<file path="config.mk">
export PLATFORM = sky130hd
export DESIGN_NAME = posit_pio_bridge
export DESIGN_NICKNAME = d
export VERILOG_FILES = /design/src/rtl/posit_bridge_pkg.sv /design/src/rtl/posit_pio_bridge_settle.sv /design/src/rtl/posit_pio_bridge.sv
export SDC_FILE = /design/constraint.sdc
export NUM_CORES = 1
export LEC_CHECK = 0
export CORE_MARGIN = 1.5
export CORE_UTILIZATION = 51
export CTS_CLUSTER_DIAMETER = 200
export DETAILED_ROUTE_END_ITERATION = 12
export GPL_TIMING_DRIVEN = 0
export PLACE_DENSITY = 0.85
export RECOVER_POWER = 100
export SLEW_MARGIN = 40
export SYNTH_ARGS = -nofsm -noshare
export SYNTH_HDL_FRONTEND = slang
export SYNTH_SLANG_ARGS = --single-unit
</file>
<file path="constraint.sdc">
create_clock -name clock -period 10.4 [get_ports clock]
set_input_delay 2.6 -clock clock [delete_from_list [all_inputs] [get_ports clock]]
set_output_delay 2.6 -clock clock [all_outputs]
set_load 0.02 [all_outputs]
</file>
<file path="src/rtl/posit_bridge_pkg.sv">
// posit_bridge_pkg: shared state encoding, parameter defaults and NaR constant for the posit PIO bridge
package posit_bridge_pkg;
    typedef enum logic [1:0] {IDLE, SETTLE, ISSUE, WAIT} state_t;
    localparam int DEF_WIDTH = 32;
    localparam int DEF_SETTLE_CYCLES = 16;
    localparam int DEF_TIMEOUT_CYCLES = 1024;
    function automatic logic [63:0] nar(input int w);
        return 64'd1 << (w - 1);
    endfunction
endpackage

</file>
<file path="src/rtl/posit_pio_bridge_settle.sv">
// operand_settle_ctr: flags operand changes against last_seen and counts quiet cycles while settling
module operand_settle_ctr
    import posit_bridge_pkg::*;
#(
    parameter int WIDTH = DEF_WIDTH,
    parameter int SETTLE_CYCLES = DEF_SETTLE_CYCLES
) (
    input  logic             clock,
    input  logic             reset,
    input  logic [WIDTH-1:0] num1,
    input  logic [WIDTH-1:0] num2,
    input  logic             run,
    output logic             change,
    output logic             settled
);
    localparam int CW = $clog2(SETTLE_CYCLES + 1);
    logic [2*WIDTH-1:0] last_seen;
    logic [CW-1:0] cnt;
    assign change = {num1, num2} != last_seen;
    assign settled = run && !change && cnt == CW'(SETTLE_CYCLES - 1);
    always_ff @(posedge clock or posedge reset)
        if (reset) begin
            last_seen <= '0;
            cnt <= '0;
        end else begin
            last_seen <= {num1, num2};
            cnt <= (run && !change && !settled) ? cnt + 1'b1 : '0;
        end
endmodule

</file>
<file path="src/rtl/posit_pio_bridge.sv">
// posit_pio_bridge: launches a posit operation once HPS PIO operands settle and returns the core result
module posit_pio_bridge
    import posit_bridge_pkg::*;
#(
    parameter int WIDTH = DEF_WIDTH,
    parameter int SETTLE_CYCLES = DEF_SETTLE_CYCLES,
    parameter int TIMEOUT_CYCLES = DEF_TIMEOUT_CYCLES
) (
    input  logic             clock,
    input  logic             reset,
    input  logic [WIDTH-1:0] num1,
    input  logic [WIDTH-1:0] num2,
    output logic [WIDTH-1:0] result,
    output logic             req_valid,
    input  logic             req_ready,
    output logic [WIDTH-1:0] req_num1,
    output logic [WIDTH-1:0] req_num2,
    input  logic             resp_valid,
    input  logic [WIDTH-1:0] resp_result,
    output logic             busy,
    output logic             done,
    output logic             timeout_err
);
    localparam int TW = $clog2(TIMEOUT_CYCLES + 1);
    localparam logic [WIDTH-1:0] NAR = WIDTH'(nar(WIDTH));
    state_t state;
    logic [TW-1:0] tcnt;
    logic pending, change, settled, expired, finish;
    operand_settle_ctr #(.WIDTH(WIDTH), .SETTLE_CYCLES(SETTLE_CYCLES)) u_settle (
        .clock(clock),
        .reset(reset),
        .num1(num1),
        .num2(num2),
        .run(state == SETTLE),
        .change(change),
        .settled(settled)
    );
    assign req_valid = state == ISSUE;
    assign busy = state != IDLE;
    assign expired = tcnt == TW'(TIMEOUT_CYCLES - 1);
    assign finish = state == WAIT && (resp_valid || expired);
    always_ff @(posedge clock or posedge reset)
        if (reset) begin
            state <= IDLE;
            result <= '0;
            req_num1 <= '0;
            req_num2 <= '0;
            tcnt <= '0;
            pending <= 1'b0;
            done <= 1'b0;
            timeout_err <= 1'b0;
        end else begin
            done <= finish;
            tcnt <= (state == WAIT) ? tcnt + 1'b1 : '0;
            // operand edits mid-transaction are remembered so the new operands get their own launch
            pending <= (state == ISSUE || state == WAIT) && !finish && (pending || change);
            if (finish) begin
                result <= resp_valid ? resp_result : NAR;
                timeout_err <= !resp_valid;
            end
            if (settled) begin
                req_num1 <= num1;
                req_num2 <= num2;
            end
            case (state)
                IDLE:    if (change) state <= SETTLE;
                SETTLE:  if (settled) state <= ISSUE;
                ISSUE:   if (req_ready) state <= WAIT;
                WAIT:    if (finish) state <= (pending || change) ? SETTLE : IDLE;
                default: state <= IDLE;
            endcase
        end
endmodule

</file>
# Word level (Yosys, flattened, before mapping)
# Index checks and enable logic that the tools add are counted.
[op_classes]
muxes = 9
add_sub_neg = 2
reduce_logical = 16
eq_ne = 10
[op_table]
columns = ["operator", "n"]
rows = [
  ["64-bit != test", 1],
  ["32-bit 2-to-1 mux", 1],
  ["11-bit by 1-bit adder with 11-bit output (second input constant)", 1],
  ["11-bit by 10-bit == test with 1-bit output (second input constant)", 1],
  ["11-bit 2-to-1 mux", 1],
  ["2-bit 2-to-1 mux", 4],
  ["2-bit case mux with 4 select lines", 1],
  ["1-bit logical AND", 6],
  ["2-bit != test (second input constant)", 3],
  ["5-bit by 1-bit adder with 5-bit output (second input constant)", 1],
  ["5-bit by 4-bit == test with 1-bit output (second input constant)", 1],
  ["5-bit 2-to-1 mux", 1],
  ["2-bit == test (second input constant)", 2],
  ["1-bit logical NOT", 4],
  ["4-bit AND reduction", 1],
  ["1-bit logical OR", 3],
  ["2-bit by 1-bit == test with 1-bit output (second input constant)", 1],
  ["2-bit logical NOT", 1],
  ["2-bit by 1-bit != test with 1-bit output (second input constant)", 1],
  ["2-bit nonzero test", 1],
  ["1-bit 2-to-1 mux", 1],
]
[totals]
output_inout_bits = 100
ff_bits = 181
input_bits = 100

# Depth between registers and ports, before layout
[depth]
depth_word = 7
depth_mapped = 8
mapped_depth_nobuf = 8

# By module
# Synthesis repeated with hierarchy kept, for this count alone.
[unflattened]
cells_unflattened = 459
hier_area_um2 = 6891.6
[by_module_without_submodules]
columns = ["mod", "area_per_inst_um2", "cells_per_inst", "n_inst"]
rows = [
  ["posit_pio_bridge", 4356.7, 288, 1],
  ["operand_settle_ctr", 2534.9, 171, 1],
]

# Worst setup path after synthesis
# OpenSTA, ideal clock, no wires.
[synth_timing]
path_type = "input to register"
start = "in num1[2]"
end = "reg req_num1[12]"
setup_ps = 125
path_stages = 7
n_path_buf = 1
slack_ps = 6013
required_time_ps = 10275
t_arrival_ps = 4262
cell_sequence = "xor2_1 -> nor4_1 -> nand4_1 -> nor4_4 -> nand3_4 -> buf_6 -> mux2_4"
[synth_via]
elab_chain_cells = 4
[synth_rtl]
columns = ["item", "line_no", "source"]
rows = [
  ["start: declaration", "posit_pio_bridge.sv:11", "input logic [WIDTH-1:0] num1,"],
  ["64-bit != test", "posit_pio_bridge_settle.sv:19", "assign change = {num1, num2} != last_seen;"],
  ["1-bit logical NOT", "posit_pio_bridge_settle.sv:20", "assign settled = run && !change && cnt == CW'(SETTLE_CYCLES - 1);"],
  ["1-bit logical AND (2 in a row)", "posit_pio_bridge_settle.sv:20", ""],
  ["end signal: assignment", "posit_pio_bridge.sv:62", "req_num1 <= num1;"],
  ["end: declaration", "posit_pio_bridge.sv:16", "output logic [WIDTH-1:0] req_num1,"],
]
# Every way passes these cells.
# A chain may end at the register's enable or synchronous reset.

# Worst setup path in the final report
[layout_timing]
start = "in num1[17]"
end = "reg req_num1[18]"
# The elaborated chain is that of the path after synthesis.

==> results.tsv <==
stage	metric	value	unit
outcome	status	finished, final reports clean	
grt	grt-ovfl-total	0	
cts	htreeDepth	4	
cts	hold_buffers	0	
die	pin_count	200	
final_layout	area_delta_synth_final	40.70	%
grt	antenna_found_initial	1	
critical_path	reg2reg_slack	6650	ps
final_layout	final_nets	783	
detailed_routing	wl_per_cell	18.16	um
critical_path	crit_path_top_delay_cell	nor4_1	
grt	grt_pass1_wl	25360	um
synth	yosys_warnings	0	
die	dieArea	14230	um^2
power_and_ir_drop	pwr-share-clk	0.457	
critical_path	path_class	in2reg	
detailed_routing	drt_pass1_iterations	6	
power_and_ir_drop	p_total	0.001478	W
synth	synthArstFlopShare	1.000	
sta	max_slew.worst_pin.slew	1131	ps
synth	syn_inst	455	
die	rows	42	
die	dieWidth	119.3	um
synth	netlist.area_leader.share	0.6565	
power_and_ir_drop	switchingPower	0.0002937	W
grt	grt_use_total	0.2328	
sta	fin_crit	6161	ps
synth	ys_ff_latch	181	
cts	cts-root-buf	clkbuf_16	
sta	period_share	0.5924	
critical_path	crit_fanout	10	
synth	synth_area_leaders	dfrtp_1 (66%), mux2_2 (9.5%), xor2_1 (8.6%)	
die	core_area	13240	um^2
sta	setup_viol	0	
die	start_util	0.5210	
power_and_ir_drop	p_leak	4.842	nW
placed_design	portBuffers	199	
hold_path	min_path_type	reg2reg	
critical_path	crit_path_end_kind	register	
synth	ys_seq_area_frac	0.6565	
cts	cts_tree	done	
detailed_routing	vias	4449	
synth	syn-cell-area	6899	um^2
power_and_ir_drop	power_density	152.3	nW/um^2
sta	hold_violations	0	
critical_path	worstSetupStartpointType	input pin	
detailed_routing	drc	0	
final_layout	fillCellCount	864	
power_and_ir_drop	ir_drop	0.1130	mV
synth	synth_edf_count	0	
placed_design	dp_hpwl	11290	um
synth	synth.distinct_cells	37	
run	cap_viol_max_count	0	
critical_path	crit_arrival	6450	ps
sta	drv_slew	0	
synth	synth_common_cells	dfrtp_1 (181), xor2_1 (68), mux2_2 (58), a22o_1 (31), nor4_1 (15)	
detailed_routing	wl	15710	um
final_layout	drive_above_1_share	0.1337	
critical_path	max_stage_delay	990	ps
cts	clockBufferDepth	2	
sta	tns	0	ps
critical_path	cpMostUsedCell	nor4_1	
placed_design	place.gp.congestion	0.7947	
sta	fmax	0.1623	GHz
detailed_routing	ant_nets	0	
cts	cts_sinks	181	
synth	ys.flop_type	dfrtp_1	
power_and_ir_drop	p_sw_frac	0.1987	
sta	rsz0062_at_grt	no	
power_and_ir_drop	seqPwrFrac	0.489	
synth	yosysMostFrequentCell	dfrtp_1	
power_and_ir_drop	combPwrFrac	0.054	
cts	cts_resized	0	
sta	slew-limit-headroom	0.2390	
power_and_ir_drop	internal-power	0.001185	W
grt	grt_max_degree	88	
cts	path_clk_slew	60	ps
synth	synth_fp_nets	563	
critical_path	path_cells	dlygate4sd3_1, xor2_1, nor4_1, nand4_1, nor4_1, nand3_1, clkbuf_1, mux2_1	
critical_path	cp.required	10690	ps
cts	postCtsSetupRepairBufs	0	
cts	cts_made_buffers	17	
detailed_routing	drtIter0Drc	195	
synth	syn_avg_cell_area	15.16	um^2
grt	grt_pass1_vias	4853	
detailed_routing	vias_per_cell	5.143	
sta	hold_slack	485.8	ps
sta	finClkSkew	10.57	ps
die	die_h	119.3	um
cts	clk_latency	420	ps
synth	yosysTopAreaCell	dfrtp_1	
==> sequential cells by signal, indices dropped and copies added (netlist names) <==
name and count:
req_num2 32, req_num1 32, state 2, u_settle.last_seen 64, result 32, u_settle.cnt 5
pending 1, done 1, tcnt 11, timeout_err 1
==> power by group through the flow <==
stage	logic [W]	clock network [W]	registers, W
after global placement	0.0000799	0	0.000735
after detailed placement	0.0000860	0	0.000735
after global routing	0.0000884	0.000718	0.000723
final	0.0000794	0.000676	0.000723
after CTS	0.0000870	0.000691	0.000723
after floorplan	0.0000282	0	0.000735
==> kinds of logic after synthesis <==
| group | Yosys count | synth area share |
|---|---|---|
| flip-flops | 181 | 0.6565 |
| XOR/XNOR | 73 | 0.09267 |
| multiplexers | 66 | 0.1114 |
| AND/OR/NAND/NOR | 59 | 0.05386 |
| AO/OA/AOI/OAI | 43 | 0.05096 |
| buffers and inverters | 25 | 0.02013 |
| adder cells (fa/ha/maj) | 8 | 0.01451 |
==> area by class of cell <==
| cell class | count | area (um^2) | share of cell area |
|---|---|---|---|
| Timing Repair Buffer | 201 | 2047 | 0.2109 |
| Antenna cell | 1 | 2.502 | 0.0002578 |
| Tap cell | 176 | 220.2 | 0.02269 |
| Inverter | 11 | 42.54 | 0.004383 |
| Sequential cell | 181 | 4529 | 0.4666 |
| Clock inverter | 9 | 147.6 | 0.01521 |
| Clock buffer | 23 | 488.0 | 0.05027 |
| Buffer | 14 | 52.55 | 0.005414 |
| Multi-Input combinational cell | 249 | 2177 | 0.2243 |
==> stage by stage <==
| stage | std cells | worst slack, ps | util | cell area, um^2 |
|---|---|---|---|---|
| 3_5_place_dp | 832 | 4895 | 0.6927 | 9174 |
| 6_report | 865 | 4239 | 0.7330 | 9707 |
| 4_1_cts | 864 | 5329 | 0.7407 | 9809 |
| 2_1_floorplan | 455 | 2885 | - | 6899 |
| 5_1_grt | 865 | 3892 | 0.7330 | 9707 |
| 3_3_place_gp | 830 | 964.9 | 0.6880 | 9111 |
==> placed cells by master, fill, tap and decap left out, types with 2 or more instances in the layout <==
| master | netlist | final |
|---|---|---|
| nor2_1 | 7 | 7 |
| nand4_1 | 4 | 4 |
| xor2_1 | 68 | 68 |
| a21boi_0 | 2 | 2 |
| a21oi_1 | 3 | 3 |
| nand3_1 | 5 | 6 |
| mux2_2 | 58 | 58 |
| nor2b_1 | 3 | 3 |
| clkdlybuf4s50_1 | 0 | 33 |
| nand3b_1 | 2 | 2 |
| clkinv_2 | 0 | 4 |
| inv_1 | 11 | 10 |
| nand2_1 | 5 | 5 |
| a22o_1 | 31 | 31 |
| o21ai_0 | 1 | 2 |
| nor3_1 | 2 | 2 |
| bufinv_16 | 0 | 4 |
| buf_16 | 0 | 2 |
| nor4_1 | 15 | 16 |
| dlygate4sd3_1 | 0 | 166 |
| and3_1 | 2 | 2 |
| xnor2_1 | 5 | 5 |
| and2_0 | 0 | 4 |
| dfrtp_1 | 181 | 181 |
| ha_1 | 8 | 8 |
| mux2_1 | 0 | 7 |
| clkbuf_1 | 7 | 16 |
| clkbuf_16 | 0 | 17 |
| clkbuf_8 | 0 | 4 |
| and2_1 | 8 | 4 |
==> layer usage <==
layer / up-vias / global-route usage / part of all wire
met2: 143 / 0.4003 / 0.51
met4: 0 / 0.07143 / 0.016
li1: 2032 / - / -
met1: 2250 / 0.2875 / 0.41
met3: 24 / 0.06466 / 0.055
met5: - / 0 / 0
==> path summary, 6_finish.rpt <==
path | to | startpoint | cells past startpoint
min reg2reg | req_num1[25] | req_num1[25] | 1
min in group asynchronous | req_num1[27] | reset | 2
max in group asynchronous | u_settle.last_seen[56] | reset | 3
max reg2reg | req_num1[18] | u_settle.last_seen[23] | 7
min | req_num1[25] | req_num1[25] | 1
max | req_num1[18] | num1[17] | 8
==> critical path, delay by kind of cell <==
kind	cells	cell delay, ps
buffers and inverters	2	1070
muxes	1	440
and+or+nand+nor	4	2170
xor gates and xnor gates	1	160
Power figures use the tool's default switching activity.
